[src/rtl/ddr_phy_dly_pkg.sv]
// Shared types and constants for the per-lane IOD delay-line sequencer.
package ddr_phy_dly_pkg;

    localparam int TAP_W_DEFAULT = 8;

    localparam logic DIR_INC = 1'b1;
    localparam logic DIR_DEC = 1'b0;

    typedef enum logic [2:0] {
        ST_IDLE,
        ST_LOAD,
        ST_LGAP,
        ST_SETUP,
        ST_MOVE,
        ST_GAP,
        ST_DONE,
        ST_ERR
    } dly_state_e;

endpackage

[src/rtl/iod_delay_line_ctrl.sv]
// Steps one lane's IOD delay line to a requested tap with spaced single-tap
// MOVE/LOAD pulses, tracking the current tap and flagging out-of-range aborts.
module iod_delay_line_ctrl
    import ddr_phy_dly_pkg::*;
#(
    parameter int TAP_W    = TAP_W_DEFAULT,
    parameter int INIT_TAP = 1,
    parameter int MAX_TAP  = 255,
    parameter int MOVE_GAP = 4
) (
    input  logic             FAB_CLK,
    input  logic             SYNC_RST,
    input  logic             REQ_VALID,
    output logic             REQ_READY,
    input  logic             REQ_LOAD,
    input  logic [TAP_W-1:0] REQ_TAP,
    output logic             DELAY_LINE_MOVE,
    output logic             DELAY_LINE_DIRECTION,
    output logic             DELAY_LINE_LOAD,
    input  logic             DELAY_LINE_OUT_OF_RANGE,
    output logic [TAP_W-1:0] CUR_TAP,
    output logic             CUR_TAP_VALID,
    output logic             DONE,
    output logic             ERR,
    output logic             ERR_STICKY
);

    localparam int               GAP_W      = 4;
    localparam logic [GAP_W-1:0] GAP_RELOAD = GAP_W'(MOVE_GAP - 1);
    localparam logic [TAP_W-1:0] INIT_TAP_V = TAP_W'(INIT_TAP);
    // One extra bit so the range check stays meaningful when MAX_TAP is the counter maximum.
    localparam logic [TAP_W:0]   MAX_TAP_V  = (TAP_W + 1)'(MAX_TAP);

    dly_state_e       state_q, state_d;
    logic [TAP_W-1:0] target_q, target_d;
    logic [TAP_W-1:0] cur_tap_q, cur_tap_d;
    logic             tap_valid_q, tap_valid_d;
    logic             dir_q, dir_d;
    logic             sticky_q, sticky_d;
    logic [GAP_W-1:0] gap_cnt_q, gap_cnt_d;
    logic             gap_last;

    assign gap_last = (gap_cnt_q == '0);

    always_ff @(posedge FAB_CLK) begin
        if (SYNC_RST) begin
            state_q     <= ST_IDLE;
            target_q    <= '0;
            cur_tap_q   <= INIT_TAP_V;
            tap_valid_q <= 1'b0;
            dir_q       <= DIR_DEC;
            sticky_q    <= 1'b0;
            gap_cnt_q   <= '0;
        end else begin
            state_q     <= state_d;
            target_q    <= target_d;
            cur_tap_q   <= cur_tap_d;
            tap_valid_q <= tap_valid_d;
            dir_q       <= dir_d;
            sticky_q    <= sticky_d;
            gap_cnt_q   <= gap_cnt_d;
        end
    end

    always_comb begin
        state_d     = state_q;
        target_d    = target_q;
        cur_tap_d   = cur_tap_q;
        tap_valid_d = tap_valid_q;
        dir_d       = dir_q;
        sticky_d    = sticky_q;
        gap_cnt_d   = gap_cnt_q;
        case (state_q)
            ST_IDLE: begin
                if (REQ_VALID) begin
                    target_d = REQ_TAP;
                    sticky_d = 1'b0;
                    if ({1'b0, REQ_TAP} > MAX_TAP_V) begin
                        state_d = ST_ERR;
                    end else if (REQ_LOAD || !tap_valid_q) begin
                        state_d = ST_LOAD;
                    end else begin
                        state_d = ST_SETUP;
                    end
                end
            end
            ST_LOAD: begin
                cur_tap_d   = INIT_TAP_V;
                tap_valid_d = 1'b1;
                gap_cnt_d   = GAP_RELOAD;
                state_d     = ST_LGAP;
            end
            ST_LGAP: begin
                if (gap_last) begin
                    state_d = DELAY_LINE_OUT_OF_RANGE ? ST_ERR : ST_SETUP;
                end else begin
                    gap_cnt_d = gap_cnt_q - 1'b1;
                end
            end
            ST_SETUP: begin
                dir_d   = (target_q > cur_tap_q) ? DIR_INC : DIR_DEC;
                state_d = (target_q == cur_tap_q) ? ST_DONE : ST_MOVE;
            end
            ST_MOVE: begin
                cur_tap_d = (dir_q == DIR_INC) ? cur_tap_q + 1'b1 : cur_tap_q - 1'b1;
                gap_cnt_d = GAP_RELOAD;
                state_d   = ST_GAP;
            end
            ST_GAP: begin
                if (gap_last) begin
                    // The IOD refused the last step, so the tracked tap rolls back with it.
                    if (DELAY_LINE_OUT_OF_RANGE) begin
                        cur_tap_d = (dir_q == DIR_INC) ? cur_tap_q - 1'b1 : cur_tap_q + 1'b1;
                        state_d   = ST_ERR;
                    end else if (target_q == cur_tap_q) begin
                        state_d = ST_DONE;
                    end else begin
                        state_d = ST_MOVE;
                    end
                end else begin
                    gap_cnt_d = gap_cnt_q - 1'b1;
                end
            end
            ST_DONE: begin
                state_d = ST_IDLE;
            end
            ST_ERR: begin
                sticky_d = 1'b1;
                state_d  = ST_IDLE;
            end
            default: begin
                state_d = ST_IDLE;
            end
        endcase
    end

    assign REQ_READY            = (state_q == ST_IDLE);
    assign DELAY_LINE_MOVE      = (state_q == ST_MOVE);
    assign DELAY_LINE_LOAD      = (state_q == ST_LOAD);
    assign DELAY_LINE_DIRECTION = dir_q;
    assign CUR_TAP              = cur_tap_q;
    assign CUR_TAP_VALID        = tap_valid_q;
    assign DONE                 = (state_q == ST_DONE) || (state_q == ST_ERR);
    assign ERR                  = (state_q == ST_ERR);
    assign ERR_STICKY           = sticky_q;

endmodule
[config.mk]
export PLATFORM = sky130hd
export DESIGN_NAME = iod_delay_line_ctrl
export DESIGN_NICKNAME = d
export VERILOG_FILES = /design/src/rtl/ddr_phy_dly_pkg.sv /design/src/rtl/iod_delay_line_ctrl.sv
export SDC_FILE = /design/constraint.sdc
export NUM_CORES = 1
export LEC_CHECK = 0
export CAP_MARGIN = 20
export CORE_MARGIN = 3
export CORE_UTILIZATION = 40
export CTS_CLUSTER_DIAMETER = 50
export CTS_CLUSTER_SIZE = 28
export DETAILED_ROUTE_END_ITERATION = 8
export PLACE_DENSITY = 0.68
export REMOVE_ABC_BUFFERS = 1
export SETUP_SLACK_MARGIN = 0.4
export SLEW_MARGIN = 20
export SYNTH_ARGS = -nofsm -noshare
export SYNTH_HDL_FRONTEND = slang
export SYNTH_SLANG_ARGS = --single-unit
[constraint.sdc]
create_clock -name FAB_CLK -period 2.1 [get_ports FAB_CLK]
set_input_delay 0.42 -clock FAB_CLK [delete_from_list [all_inputs] [get_ports FAB_CLK]]
set_output_delay 0.42 -clock FAB_CLK [all_outputs]
set_load 0.005 [all_outputs]
==> metrics.md <==
| Metric | Value |
|---|---|
| Post-route fraction of the period consumed by the critical path | 80.31% |
| Cell at the root of the clock tree | clkbuf_8 |
| Fraction of the core area covered by cells at the end of the flow | 59.31% |
| Proportion of synthesized flip-flops having asynchronous set or reset | 0% |
| Routed wirelength normalized by instance count | 14.47 um |
| Final Skew | 8.007 ps |
| Synthesized cell area | 1742 um2 |
| Count of routing violations after the opening detailed-route iteration | 166 |
| Category of the critical setup timing path | flop to primary output |
| Class of the most critical hold timing path | flop to flop |
| Pins over their slew limit | 0 |
| Routability-driven placement congestion ratio | 0.8852 |
| Status | complete, no violations |
| Count of max-cap constraint violations | 0 |
| WP data arrival | 1270 ps |
| Total number of H-tree levels | 1 |
| Warning count from the yosys run | 0 |
| Fraction of power consumed by sequential logic | 26.5% |
| Unrepaired setup endpoints after global routing | yes |
| All-Layer GR Usage | 17.53% |
| Residual antenna-violating net count after detailed routing | 0 |
| Top library cells by usage in the layout, fill and taps aside | nand2_1, buf_4, a21oi_1, clkdlybuf4s50_1, nor2_1 |
| Sequence of cells on the critical path | clkdlybuf4s50_1 |
| Clock net sink count | 26 |
| Fraction of layout instances using a drive strength above 1 | 25.75% |
| Count of cells along the worst register-to-register path | 7 |
| Number of top-level pins | 29 |
| CTS Hold Buffers Added | 0 |
| Internal | 1663 uW |
| Total die area | 5182 um2 |
| Area growth from synthesis to final layout | 39.15% |
| Global route overflow | 0 |
| Cell row count | 23 |
| Nature of the critical path startpoint | flop |
| Number of buffers on the longest clock path | 2 |
| Highest achievable clock rate | 592.9 MHz |
| Stages on worst setup path | 1 |
| Final worst path period need | 1687 ps |
| Ys flop type | dfxtp_1 |
| Required time at the worst-slack endpoint | 1680 ps |
| Overall die width | 71.99 um |
| Wire length reported by the detailed router | 4.601 mm |
| Clock Latency Late Sink | 280 ps |
| Number of port buffers | 28 |
| Remaining routing DRC violations | 0 |
| Number of cells produced by synthesis | 221 |
| Fillcell total | 361 |
| Number of hold violations in the final report | 0 |
| Clk pin slew, worst setup/hold paths | 100 ps |
| Post-DR vias/cell | 5.478 |
| Slowest cell on the critical path | clkdlybuf4s50_1 |
| Flip-flop and latch count after synthesis | 26 |
| Maximum ir drop on the vdd rail | 738.2 uV |
| Die Y | 71.99 um |
| Total leakage power | 0.0009939 uW |
| Vias in the first global route | 1593 |
| Net switching component of the power | 1094 uW |
| Count of buffering cells on the critical path with inverters included | 1 |
| Number of enable-type register cells in the synthesized netlist | 0 |
| Number of nets in the final layout | 293 |
| Power consumption | 2757 uW |
| Power Density | 1138 nW/um2 |
| Core ar. | 4086 um2 |
| Num CTS Buffers | 3 |
| Mean cell area of the mapped netlist | 7.881 um2 |
| Critical Path Max Stage Delay | 530 ps |
| Tightest Pin Transition | 432.3 ps |
| Maximum number of pins on one net before global-route repair | 19 |
| Portion of total power attributed to the clock network | 15.7% |
| Final count of negative-setup-slack endpoints | 0 |
| Sequential cell area fraction in the yosys report | 29.89% |
| Number of detailed-route iterations in the first pass | 4 |
| Area of the multi-input gates | 1190 um2 |
| First-pass GRT wire length | 7.348 mm |
| Hold Path Stages | 2 |
| Net Sw Frac | 39.67% |
| Initial core utilization | 42.62% |
| DP HPWL | 3.017 mm |
| CTS tree | built |
| Remaining max-slew budget at the tightest pin | 71.18% |
| Largest fanout of any net on the critical path | 7 |
| Area of all sequential standard cells | 550.5 um2 |
| Combinational cell fraction of total power | 57.8% |
| Delay-heaviest family, CP | buffers and inverters |
| Total via count in the routed design | 1742 |
| Critical Path End Type | primary output |
| Initial antenna violation count | 0 |
| Distinct cell type count of the synthesized netlist | 53 |
| Final-layout setup total negative slack | 0 ps |
| Number of antenna diodes | 0 |
## Yosys cell counts, types with 3 or more instances
cell type	number	area share (%)
xnor2_1	4	2.0
a31oi_1	6	2.2
mux2i_1	5	2.9
and3_1	5	1.8
o21ai_0	5	1.4
nand2_1	24	5.2
nor2_1	19	4.1
clkbuf_1	6	1.3
nor3_1	13	3.7
dfxtp_1	26	30
nand4_1	5	1.8
nor4_1	3	1.1
inv_1	14	3.0
buf_2	4	1.1
a21oi_1	24	6.9
ha_1	11	7.9
## state kept, by name, indices dropped and copies added, names as in the netlist
register	cells
target_q	8
CUR_TAP_VALID	1
ERR_STICKY	1
CUR_TAP	8
gap_cnt_q	4
state_q	3
DELAY_LINE_DIRECTION	1
## power by group through the flow
stage	sequential (uW)	combinational, uW	clock [uW]
finish	730	1590	432
global route	744	1760	465
CTS	727	1400	444
detailed placement	746	1230	0
global placement	745	1220	0
floorplan	757	793	0
## cell families after synthesis
group,synth area share (%)
and+or+nand+nor,27.80
AOI/OAI and AO/OA,20.91
buffers and inverters,6.753
DFF,29.89
adders and majority gates,7.902
xor gates and xnor gates,3.880
muxes,2.874
## path summary, 6_finish.rpt
kind / from / to / slack (ps)
worst max-delay path: DELAY_LINE_DIRECTION / DELAY_LINE_DIRECTION / 410
worst min-delay path: target_q[1] / target_q[1] / 470
worst max register to register: state_q[1] / CUR_TAP[7] / 420
worst min register to register: target_q[1] / target_q[1] / 470
## layer usage
metal / global-route usage [%] / part of all wire (%)
met5: 0 / 0
met1: 24.15 / 47
met4: 4.384 / 1.2
met2: 28.78 / 46
met3: 2.632 / 5.8
## stage by stage
step                      setup slack [ps]  hold slack [ps]  cell area (um2)  std cells
after floorplan                      411.2            430.3             1680        209
after global placement               154.5            444.2             2106        298
after detailed placement             137.6            453.6             2106        298
after CTS                            295.4            468.6             2288        311
after global routing                 355.1            494.0             2424        318
final                                413.4            469.0             2424        318
## timing repair
| item | in CTS | in global routing |
|---|---|---|
| pin swaps | 2 | 10 |
| buffers inserted | 9 | 7 |
| hold endpoints to repair | 0 | 0 |
| gates resized for setup | 26 | 26 |
| endpoints found under the setup margin | 13 | 19 |
## cell type report
cell class / instances / share of cell area (%)
multi-input cells: 168 / 49.10
flip-flops and latches: 26 / 22.72
repair buffers: 55 / 20.34
well taps: 50 / 2.581
inverters: 15 / 2.323
clock buffers: 3 / 1.704
clock inverters: 1 / 1.239
Note: power is estimated with default switching activity, not from simulation.
